$ cat config.mk
export PLATFORM = sky130hd
export DESIGN_NAME = sata_transport_depacket
export DESIGN_NICKNAME = d
export VERILOG_FILES = /design/src/rtl/sata_transport_pkg.sv /design/src/rtl/afx_skid_buffer.sv /design/src/rtl/sata_transport_depacket.sv
export SDC_FILE = /design/constraint.sdc
export NUM_CORES = 1
export LEC_CHECK = 0
export ABC_AREA = 1
export BUFFER_PORTS_ARGS = -buffer_cell sky130_fd_sc_hd__buf_2
export CAP_MARGIN = 40
export CORE_MARGIN = 3
export CORE_UTILIZATION = 50
export CTS_CLUSTER_SIZE = 8
export DETAILED_ROUTE_END_ITERATION = 10
export PLACE_DENSITY = 0.73
export SETUP_SLACK_MARGIN = 0.02
export SYNTH_ARGS = -nofsm -noshare
export SYNTH_HDL_FRONTEND = slang
export SYNTH_HIERARCHICAL = 1
export SYNTH_SLANG_ARGS = --single-unit
export TNS_END_PERCENT = 50
$ cat constraint.sdc
create_clock -name clk -period 2.65 [get_ports clk]
set_input_delay 0.3975 -clock clk [delete_from_list [all_inputs] [get_ports clk]]
set_output_delay 0.3975 -clock clk [all_outputs]
set_load 0.02 [all_outputs]
$ cat src/rtl/sata_transport_pkg.sv
// Shared SATA transport-layer definitions: FIS type codes, tuser bit positions
// and the depacketizer state encoding.
package sata_transport_pkg;

  localparam logic [7:0] FIS_DATA = 8'h46;

  // tuser layout, LSB first: eop, sop, keep[3:0], err, drop
  localparam int TU_EOP     = 0;
  localparam int TU_SOP     = 1;
  localparam int TU_KEEP_LO = 2;
  localparam int TU_KEEP_HI = 5;
  localparam int TU_ERR     = 6;
  localparam int TU_DROP    = 7;

  localparam int CNT_W = 12;

  typedef enum logic [1:0] {
    ST_IDLE = 2'd0,
    ST_DATA = 2'd1,
    ST_DROP = 2'd2,
    ST_TERM = 2'd3
  } depkt_state_e;

endpackage

$ cat src/rtl/afx_skid_buffer.sv
// Small register FIFO used as an output skid stage; data is registered so a
// pushed word is visible on m_valid the cycle after the push.
module afx_skid_buffer #(
  parameter int DW = 32,
  parameter int DP = 2
) (
  input  logic          clk,
  input  logic          rst_n,
  input  logic [DW-1:0] push_data,
  input  logic          push,
  output logic          full,
  output logic [DW-1:0] m_data,
  output logic          m_valid,
  input  logic          m_ready
);

  localparam int AW = (DP > 1) ? $clog2(DP) : 1;
  localparam int CW = $clog2(DP + 1);

  logic [DW-1:0] mem_reg [DP];
  logic [AW-1:0] wr_ptr_reg;
  logic [AW-1:0] rd_ptr_reg;
  logic [CW-1:0] cnt_reg;
  logic          do_push;
  logic          do_pop;

  assign full    = (cnt_reg == CW'(DP));
  assign m_valid = (cnt_reg != '0);
  assign do_push = push & ~full;
  assign do_pop  = m_valid & m_ready;
  // Idle output is forced to zero so stale entries never leak onto the bus.
  assign m_data  = m_valid ? mem_reg[rd_ptr_reg] : '0;

  for (genvar gi = 0; gi < DP; gi++) begin : g_entry
    always_ff @(posedge clk or negedge rst_n) begin
      if (!rst_n) begin
        mem_reg[gi] <= '0;
      end else if (do_push && (wr_ptr_reg == AW'(gi))) begin
        mem_reg[gi] <= push_data;
      end
    end
  end

  always_ff @(posedge clk or negedge rst_n) begin
    if (!rst_n) begin
      wr_ptr_reg <= '0;
      rd_ptr_reg <= '0;
      cnt_reg    <= '0;
    end else begin
      if (do_push) begin
        wr_ptr_reg <= (wr_ptr_reg == AW'(DP - 1)) ? '0 : wr_ptr_reg + 1'b1;
      end
      if (do_pop) begin
        rd_ptr_reg <= (rd_ptr_reg == AW'(DP - 1)) ? '0 : rd_ptr_reg + 1'b1;
      end
      case ({do_push, do_pop})
        2'b10:   cnt_reg <= cnt_reg + 1'b1;
        2'b01:   cnt_reg <= cnt_reg - 1'b1;
        default: cnt_reg <= cnt_reg;
      endcase
    end
  end

endmodule

$ cat src/rtl/sata_transport_depacket.sv
// Strips Data FIS headers and forwards payload dwords to the DMA stream.
// Optional SATA_DEPKT_LEN_CHECK_EN enforces a MAX_DW payload length limit.
module sata_transport_depacket
  import sata_transport_pkg::*;
#(
  parameter int USER_W = 8,
  parameter int MAX_DW = 2048
) (
  input  logic              clk,
  input  logic              rst_n,
  input  logic [31:0]       s_aixs_link_tdata,
  input  logic [USER_W-1:0] s_aixs_link_tuser,
  input  logic              s_aixs_link_tvalid,
  output logic              s_aixs_link_tready,
  output logic [31:0]       m_aixs_trans_tdata,
  output logic [USER_W-1:0] m_aixs_trans_tuser,
  output logic              m_aixs_trans_tvalid,
  input  logic              m_aixs_trans_tready,
  output logic              err_fis_type,
  output logic              err_empty,
  output logic              err_orphan,
  output logic              err_trunc,
  output logic              err_len
);

  localparam int DW = 32 + USER_W;

`ifdef SATA_DEPKT_LEN_CHECK_EN
  localparam bit LEN_EN = 1'b1;
`else
  localparam bit LEN_EN = 1'b0;
`endif

  depkt_state_e      state_reg, state_next;
  logic [CNT_W-1:0]  cnt_reg, cnt_next;
  logic              first_reg, first_next;

  logic              skid_full;
  logic              push;
  logic [31:0]       push_tdata;
  logic [USER_W-1:0] push_tuser;
  logic [DW-1:0]     skid_dout;

  logic              in_sop, in_eop, is_data_fis, accept, len_hit;

  assign in_sop      = s_aixs_link_tuser[TU_SOP];
  assign in_eop      = s_aixs_link_tuser[TU_EOP];
  assign is_data_fis = (s_aixs_link_tdata[7:0] == FIS_DATA);
  assign len_hit     = LEN_EN & (cnt_reg == CNT_W'(MAX_DW - 1)) & ~in_eop;

  // A new sop seen in DATA is refused so it stays on the bus until TERM is done.
  assign s_aixs_link_tready = rst_n & ~skid_full & (state_reg != ST_TERM) &
                              ~((state_reg == ST_DATA) & s_aixs_link_tvalid & in_sop);
  assign accept = s_aixs_link_tvalid & s_aixs_link_tready;

  always_comb begin
    state_next   = state_reg;
    cnt_next     = cnt_reg;
    first_next   = first_reg;
    push         = 1'b0;
    push_tdata   = s_aixs_link_tdata;
    push_tuser   = s_aixs_link_tuser;
    err_fis_type = 1'b0;
    err_empty    = 1'b0;
    err_orphan   = 1'b0;
    err_trunc    = 1'b0;
    err_len      = 1'b0;

    case (state_reg)
      ST_IDLE, ST_DROP: begin
        if (accept) begin
          if (in_sop) begin
            if (is_data_fis) begin
              if (in_eop) begin
                err_empty  = 1'b1;
                state_next = ST_IDLE;
              end else begin
                state_next = ST_DATA;
                cnt_next   = '0;
                first_next = 1'b1;
              end
            end else begin
              err_fis_type = 1'b1;
              state_next   = in_eop ? ST_IDLE : ST_DROP;
            end
          end else if (state_reg == ST_IDLE) begin
            err_orphan = 1'b1;
          end else if (in_eop) begin
            state_next = ST_IDLE;
          end
        end
      end

      ST_DATA: begin
        if (accept) begin
          push               = 1'b1;
          push_tuser[TU_SOP] = first_reg;
          first_next         = 1'b0;
          if (cnt_reg != {CNT_W{1'b1}}) begin
            cnt_next = cnt_reg + 1'b1;
          end
          if (in_eop) begin
            state_next = ST_IDLE;
          end else if (len_hit) begin
            push_tuser[TU_EOP] = 1'b1;
            push_tuser[TU_ERR] = 1'b1;
            err_len            = 1'b1;
            state_next         = ST_DROP;
          end
        end else if (s_aixs_link_tvalid && in_sop) begin
          state_next = ST_TERM;
        end
      end

      ST_TERM: begin
        if (!skid_full) begin
          push               = 1'b1;
          push_tdata         = '0;
          push_tuser         = '0;
          push_tuser[TU_ERR] = 1'b1;
          push_tuser[TU_EOP] = 1'b1;
          err_trunc          = 1'b1;
          state_next         = ST_IDLE;
        end
      end

      default: state_next = ST_IDLE;
    endcase
  end

  always_ff @(posedge clk or negedge rst_n) begin
    if (!rst_n) begin
      state_reg <= ST_IDLE;
      cnt_reg   <= '0;
      first_reg <= 1'b0;
    end else begin
      state_reg <= state_next;
      cnt_reg   <= cnt_next;
      first_reg <= first_next;
    end
  end

  afx_skid_buffer #(
    .DW (DW),
    .DP (2)
  ) u_skid (
    .clk       (clk),
    .rst_n     (rst_n),
    .push_data ({push_tuser, push_tdata}),
    .push      (push),
    .full      (skid_full),
    .m_data    (skid_dout),
    .m_valid   (m_aixs_trans_tvalid),
    .m_ready   (m_aixs_trans_tready)
  );

  assign m_aixs_trans_tdata = skid_dout[31:0];
  assign m_aixs_trans_tuser = skid_dout[DW-1:32];

endmodule

### Yosys cells after proc, flatten, opt, wreduce, memory -nomap -nowiden

Cells that the tools add are included.

| word-level totals | value |
|---|---|
| output and inout bits | 47 |
| word-level logic and storage cells | 99 |
| bits in registers | 87 |
| bits of input ports | 44 |

| operators by class | value |
|---|---|
| reductions and logical operators | 10 |
| equal/unequal tests | 16 |
| muxes and demuxes | 49 |
| bitwise operators | 12 |
| add/subtract/negate cells | 4 |
| magnitude comparators | 1 |

Operators by type and width:

| kind | count |
|---|---|
| $mux 40 | 4 |
| $mux 32 | 2 |
| $mux 1 | 26 |
| $mux 2 | 10 |
| $ne 2x2->1 const B | 7 |
| $and 1x1->1 | 8 |
| $eq 2x2->1 const B | 4 |
| $eq 8x7->1 const B | 1 |
| $mux 8 | 1 |
| $pmux 2 s2 | 2 |
| $pmux 2 s3 | 1 |
| $reduce_and 6->1 | 1 |
| $reduce_bool 2->1 | 3 |
| $eq 2x1->1 const B | 2 |
| $mux 4 | 1 |
| $pmux 1 s2 | 2 |
| $reduce_and 4->1 | 1 |
| $logic_and 1x1->1 | 3 |
| $ne 3x2->1 const B | 1 |
| $ne 3x3->1 const B | 1 |
| $not 1->1 | 3 |
| $add 1x1->1 const B | 2 |
| $add 2x1->2 const B | 1 |
| $ge 2x2->1 const B | 1 |
| 4 further kinds | 4 |

### Longest topological paths before layout

| depth | value |
|---|---|
| depth in word-level cells | 11 |
| depth in mapped cells | 20 |
| depth with buffers taken out | 17 |

### Hierarchy

The synthesis kept the hierarchy.

By module, submodules not included:

| module | cells each | area an instance (um^2) | instances | sequential area each (um^2) |
|---|---|---|---|---|
| afx_skid_buffer | 520 | 4082.7 | 1 | 2102.0 |
| sata_transport_depacket | 147 | 685.7 | 1 | 75.1 |

### Least setup slack after synthesis

OpenSTA, ideal clock, no wires.

| timing path | value |
|---|---|
| path type | flip-flop to flip-flop |
| start point | register u_skid.cnt_reg[0] |
| end point | register u_skid.cnt_reg[1] |
| clock period less this slack | 2.263 ns |
| buffers on the path | 3 |
| setup slack | 0.387 ns |
| cell stages (with the launch flop) | 20 |
| data required time | 2.533 ns |
| arrival time | 2.146 ns |
| setup time | 0.117 ns |
| cell sequence | dfrtp_1 -> inv_2 -> nand2_2 -> buf_6 -> buf_4 -> inv_1 -> inv_1 -> nand2_1 -> nor2_4 -> nand3_4 -> inv_1 -> nand2_1 -> nand2_1 -> buf_2 -> nand2_1 -> ha_1 -> inv_1 -> nand3_1 -> nand2_1 -> nand2_1 |

| between the ends | value |
|---|---|
| longest elaborated chain between the ends | 11 |
| elaborated cells on any way between the ends | 18 |
| those cells by class | 2 x add/sub; 3 x eq/ne; 4 x mux; 7 x bitwise; 2 x reduce/logical |

RTL lines:

| item | line | source |
|---|---|---|
| start: declaration | afx_skid_buffer.sv:23 | `logic [CW-1:0] cnt_reg;` |
| start signal: assignment | afx_skid_buffer.sv:57 | `2'b10: cnt_reg <= cnt_reg + 1'b1;` |
| start signal: assignment | afx_skid_buffer.sv:58 | `2'b01: cnt_reg <= cnt_reg - 1'b1;` |
| start signal: assignment | afx_skid_buffer.sv:59 | `default: cnt_reg <= cnt_reg;` |
| $eq 2x2->1 (*) | afx_skid_buffer.sv:27 | `assign full = (cnt_reg == CW'(DP));` |
| named net skid_full | sata_transport_depacket.sv:38 | `logic skid_full;` |
| $not 1->1 | sata_transport_depacket.sv:52 | `assign s_aixs_link_tready = rst_n & ~skid_full & (state_reg != ST_TERM) &` |
| $and 1x1->1 (3 in a row) | sata_transport_depacket.sv:52 |  |
| $and 1x1->1 | sata_transport_depacket.sv:54 | `assign accept = s_aixs_link_tvalid & s_aixs_link_tready;` |
| $mux 1 | sata_transport_depacket.sv:95 | `if (accept) begin` |
| $pmux 1 s2 (*) | sata_transport_depacket.sv:69 | `case (state_reg)` |
| named net push | sata_transport_depacket.sv:39 | `logic push;` |
| $and 1x1->1 (*) | afx_skid_buffer.sv:29 | `assign do_push = push & ~full;` |
| $eq 2x1->1 / $eq 2x2->1 (equally long branches) | afx_skid_buffer.sv:56 | `case ({do_push, do_pop})` |
| $pmux 2 s2 / $reduce_bool 2->1 (equally long branches) | -- |  |

Mark *: on every way through the listed nets, which the timed path passes. The rest lies on a longest branch.
A chain may end at the register's enable or synchronous reset.

### Worst setup path in the final report

| timing path | value |
|---|---|
| start point | register u_skid.cnt_reg[0] |
| end point | register u_skid/mem_reg[38] (netlist name) |

| between the ends | value |
|---|---|
| longest elaborated chain between the ends | 10 |
| elaborated cells on any way between the ends | 13 |
| those cells by class | 1 x eq/ne; 5 x mux; 6 x bitwise; 1 x reduce/logical |

RTL lines:

| item | line | source |
|---|---|---|
| $eq 2x2->1 (*) | afx_skid_buffer.sv:27 |  |
| named net skid_full | sata_transport_depacket.sv:38 |  |
| $not 1->1 | sata_transport_depacket.sv:52 |  |
| $and 1x1->1 (3 in a row) | sata_transport_depacket.sv:52 |  |
| $and 1x1->1 | sata_transport_depacket.sv:54 |  |
| $mux 1 | sata_transport_depacket.sv:95 |  |
| $pmux 1 s2 (*) | sata_transport_depacket.sv:69 |  |
| named net push | sata_transport_depacket.sv:39 |  |
| $and 1x1->1 (*) | afx_skid_buffer.sv:29 |  |
| $logic_and 1x1->1 (*) | afx_skid_buffer.sv:38 | `end else if (do_push && (wr_ptr_reg == AW'(gi))) begin` |
| end signal: indexed assignment | afx_skid_buffer.sv:39 | `mem_reg[gi] <= push_data;` |
| end: declaration | afx_skid_buffer.sv:20 | `logic [DW-1:0] mem_reg [DP];` |

Marks and branches as above.

==> results.ini <==
[run_status]
run_status = completed

[logic_synthesis]
ys_seq_area_share_pct = 45.7
yosys.area.top_type_share_pct = 45.7
async_flop_share_pct = 100
synth_top_cell_by_area = dfrtp_1
synth_cells = 667
synthTopCellsByArea = dfrtp_1 (46%), nand2_1 (21%), nand4_1 (11%)
synth-edff-count = 0
syn_area_per_cell_um2 = 7.15
ys_seq_elements = 87
ys_types = 24
synthesis.nets = 712
synthFlopType = dfrtp_1
netlist_area_um2 = 4770
ys_warn_count = 6

[setup_path]
cp_max_fo = 68
reg2reg_depth = 13
path_cells = inv_2 > nand2_2 > inv_1 > inv_1 > nand2_1 > nor2_4 > nand3_4 > inv_1 > nand2_1 > nand2_2 > buf_4 > nand4_1 > nand2_1
crit_required_ns = 2.94
crit_type = flip-flop to flip-flop
regToRegSetupSlack_ns = 0.35
cp_slowest_cell = buf_4
critPathBufInv = 5
r2r-end = u_skid/mem_reg[38]$_DFFE_PN0P_
worst-endpoint-arrival_ns = 2.59
endpoint_kind = flip-flop
crit_path_max_incr_delay_ns = 0.55
rr_startpoint = u_skid/cnt_reg[0]$_DFFE_PN0P_
critPathLaunchType = flip-flop
critPathTopFamily = simple AND/OR/NAND/NOR gates

[sta]
slew_headroom_pct = 45.7
hold_viol_final = 0
setup_tns_ns = 0
worst-slew-pin-transition_ns = 0.814
setup_violations = 0
fin_crit_sh_pct = 86.7
fmax_mhz = 435
layout_min_cycle_time_ns = 2.30
worst_slack_ns = 0.352
slew_viol_final = 0
rsz0062_at_grt = no
fin_skew_ns = 0.00861

[clocking]
cts_tree = built
cts_sinks = 87
path_clk_slew_ns = 0.09
numCtsBuffers = 9
cts_setup_buffers = 0
cts_repair_resize_count = 0
clockRootBuffer = clkbuf_8
cts_htree_levels = 3
cts_buffer_depth = 2
ctsHoldBuffers = 0
clk-insertion-delay-late_ns = 0.35

[global_routing]
grt_pass1_wl_mm = 20.8
grt_max_degree = 84
track_usage_pct = 23.3
antenna_found_initial = 0
grt_overflow = 0
grt_pass1_vias = 4253

[placement]
portBuffers = 89
pre_cts_ws_ns = 0.400
gp_congestion = 0.965
dp.final_hpwl_mm = 7.69

[min_path]
hold_class = input pin to async pin

[power]
power_per_cell_area_nw_per_um2 = 681
total_power_mw = 3.75
p_leak_nw = 3.14
irDropWorstVdd_uv = 427

[layout]
n_antenna_cell = 0
fill_cells = 887
multiInputGateArea_um2 = 2120
area_growth_syn_to_layout_pct = 15.5
seqCellArea_um2 = 2180
final_common_cell = nand2_1
layout-drive-gt1-share_pct = 19.0
layout_common_cells = nand2_1 (272), buf_2 (88), dfrtp_1 (86)
largest_reg_flops = 80
nets = 777

[route]
first_pass_iters = 5
vias = 4614
wl_mm = 12.3
post_drt_wl_per_cell_um = 14.2
vias_per_cell = 5.33
ant_nets = 0
drc = 0
drtIter0Drc = 311

[floorplan]
die_area_um2 = 10700
die_y_um = 104
rows = 35
die_w_um = 104
core_um2 = 9240
io_pins = 91
initial_utilization_pct = 51.6

[run]
maxCapViolations = 0

## report_power, final
group	internal (mW)	total [mW]	switching, mW
combinational	0.292	1.16	0.870
sequential	1.42	1.50	0.0791
clock	0.610	1.09	0.480
## per-layer routing
layer  share of wire (%)  GRT usage (%)  vias up
met2                  47           37.0      174
met4                 1.4           6.93        0
met3                 7.5           4.30       17
met1                  44           32.6     2159
li1                    -              -     2264
met5                   0              0        -
## worst register-to-register path, stage by stage, from the launching register on
cell and delay (ns):
dfrtp_1 0.46, inv_2 0.07, nand2_2 0.06, inv_1 0.07
inv_1 0.07, nand2_1 0.08, nor2_4 0.14, nand3_4 0.11
inv_1 0.09, nand2_1 0.10, nand2_2 0.10, buf_4 0.55
nand4_1 0.22, nand2_1 0.13
## metrics by stage
stage               hold WS, ns  cell area [µm²]  instances  utilization [%]
floorplan                 0.102             4770        667                -
global placement          0.454             5260        850             57.0
detailed placement        0.458             5260        850             57.0
CTS                       0.126             5510        866             59.6
global route              0.153             5510        866             59.6
finish                    0.119             5510        866             59.6
## cells in the mapped netlist (all sizes together), types with 2 or more instances
library cell / number
a21oi: 40
buf: 40
clkbuf: 13
dfrtp: 87
inv: 59
nand2: 276
nand3: 9
nand4: 81
nor2: 50
nor3: 2
o21ai: 3
## logic make-up after synthesis
kind of cell	Yosys count	share of synthesized area, %
AO/OA/AOI/OAI	45	4.88
XOR/XNOR	1	0.184
adder cells (fa/ha/maj)	1	0.262
buffers and inverters	112	10.5
flip-flops	87	45.7
other	1	0.0786
AND/OR/NAND/NOR	420	38.5
## area by class of cell
| cell class | count | share of cell area [%] |
|---|---|---|
| inverter | 59 | 4.02 |
| clock inverter | 4 | 1.39 |
| timing repair buffer | 107 | 10.6 |
| clock buffer | 12 | 3.00 |
| sequential | 87 | 39.6 |
| tap | 129 | 2.93 |
| multi-input combinational | 468 | 38.5 |
## worst max-delay path by stage
| stage | start | end | slack, ns | depth (start not counted) |
|---|---|---|---|---|
| floorplan | u_skid/cnt_reg[0]$_DFFE_PN0P_ | u_skid/cnt_reg[1]$_DFFE_PN0P_ | 0.39 | 19 |
| CTS | u_skid/cnt_reg[0]$_DFFE_PN0P_ | err_empty | 0.37 | 9 |
| global route | u_skid/cnt_reg[0]$_DFFE_PN0P_ | u_skid/mem_reg[61]$_DFFE_PN0P_ | 0.07 | 13 |
| detailed placement | u_skid/cnt_reg[0]$_DFFE_PN0P_ | u_skid/mem_reg[73]$_DFFE_PN0P_ | 0.40 | 13 |
| global placement | u_skid/cnt_reg[0]$_DFFE_PN0P_ | u_skid/mem_reg[48]$_DFFE_PN0P_ | 0.51 | 13 |
| finish | u_skid/cnt_reg[0]$_DFFE_PN0P_ | u_skid/mem_reg[38]$_DFFE_PN0P_ | 0.35 | 13 |
No activity file was read; power rests on OpenSTA's default activity.
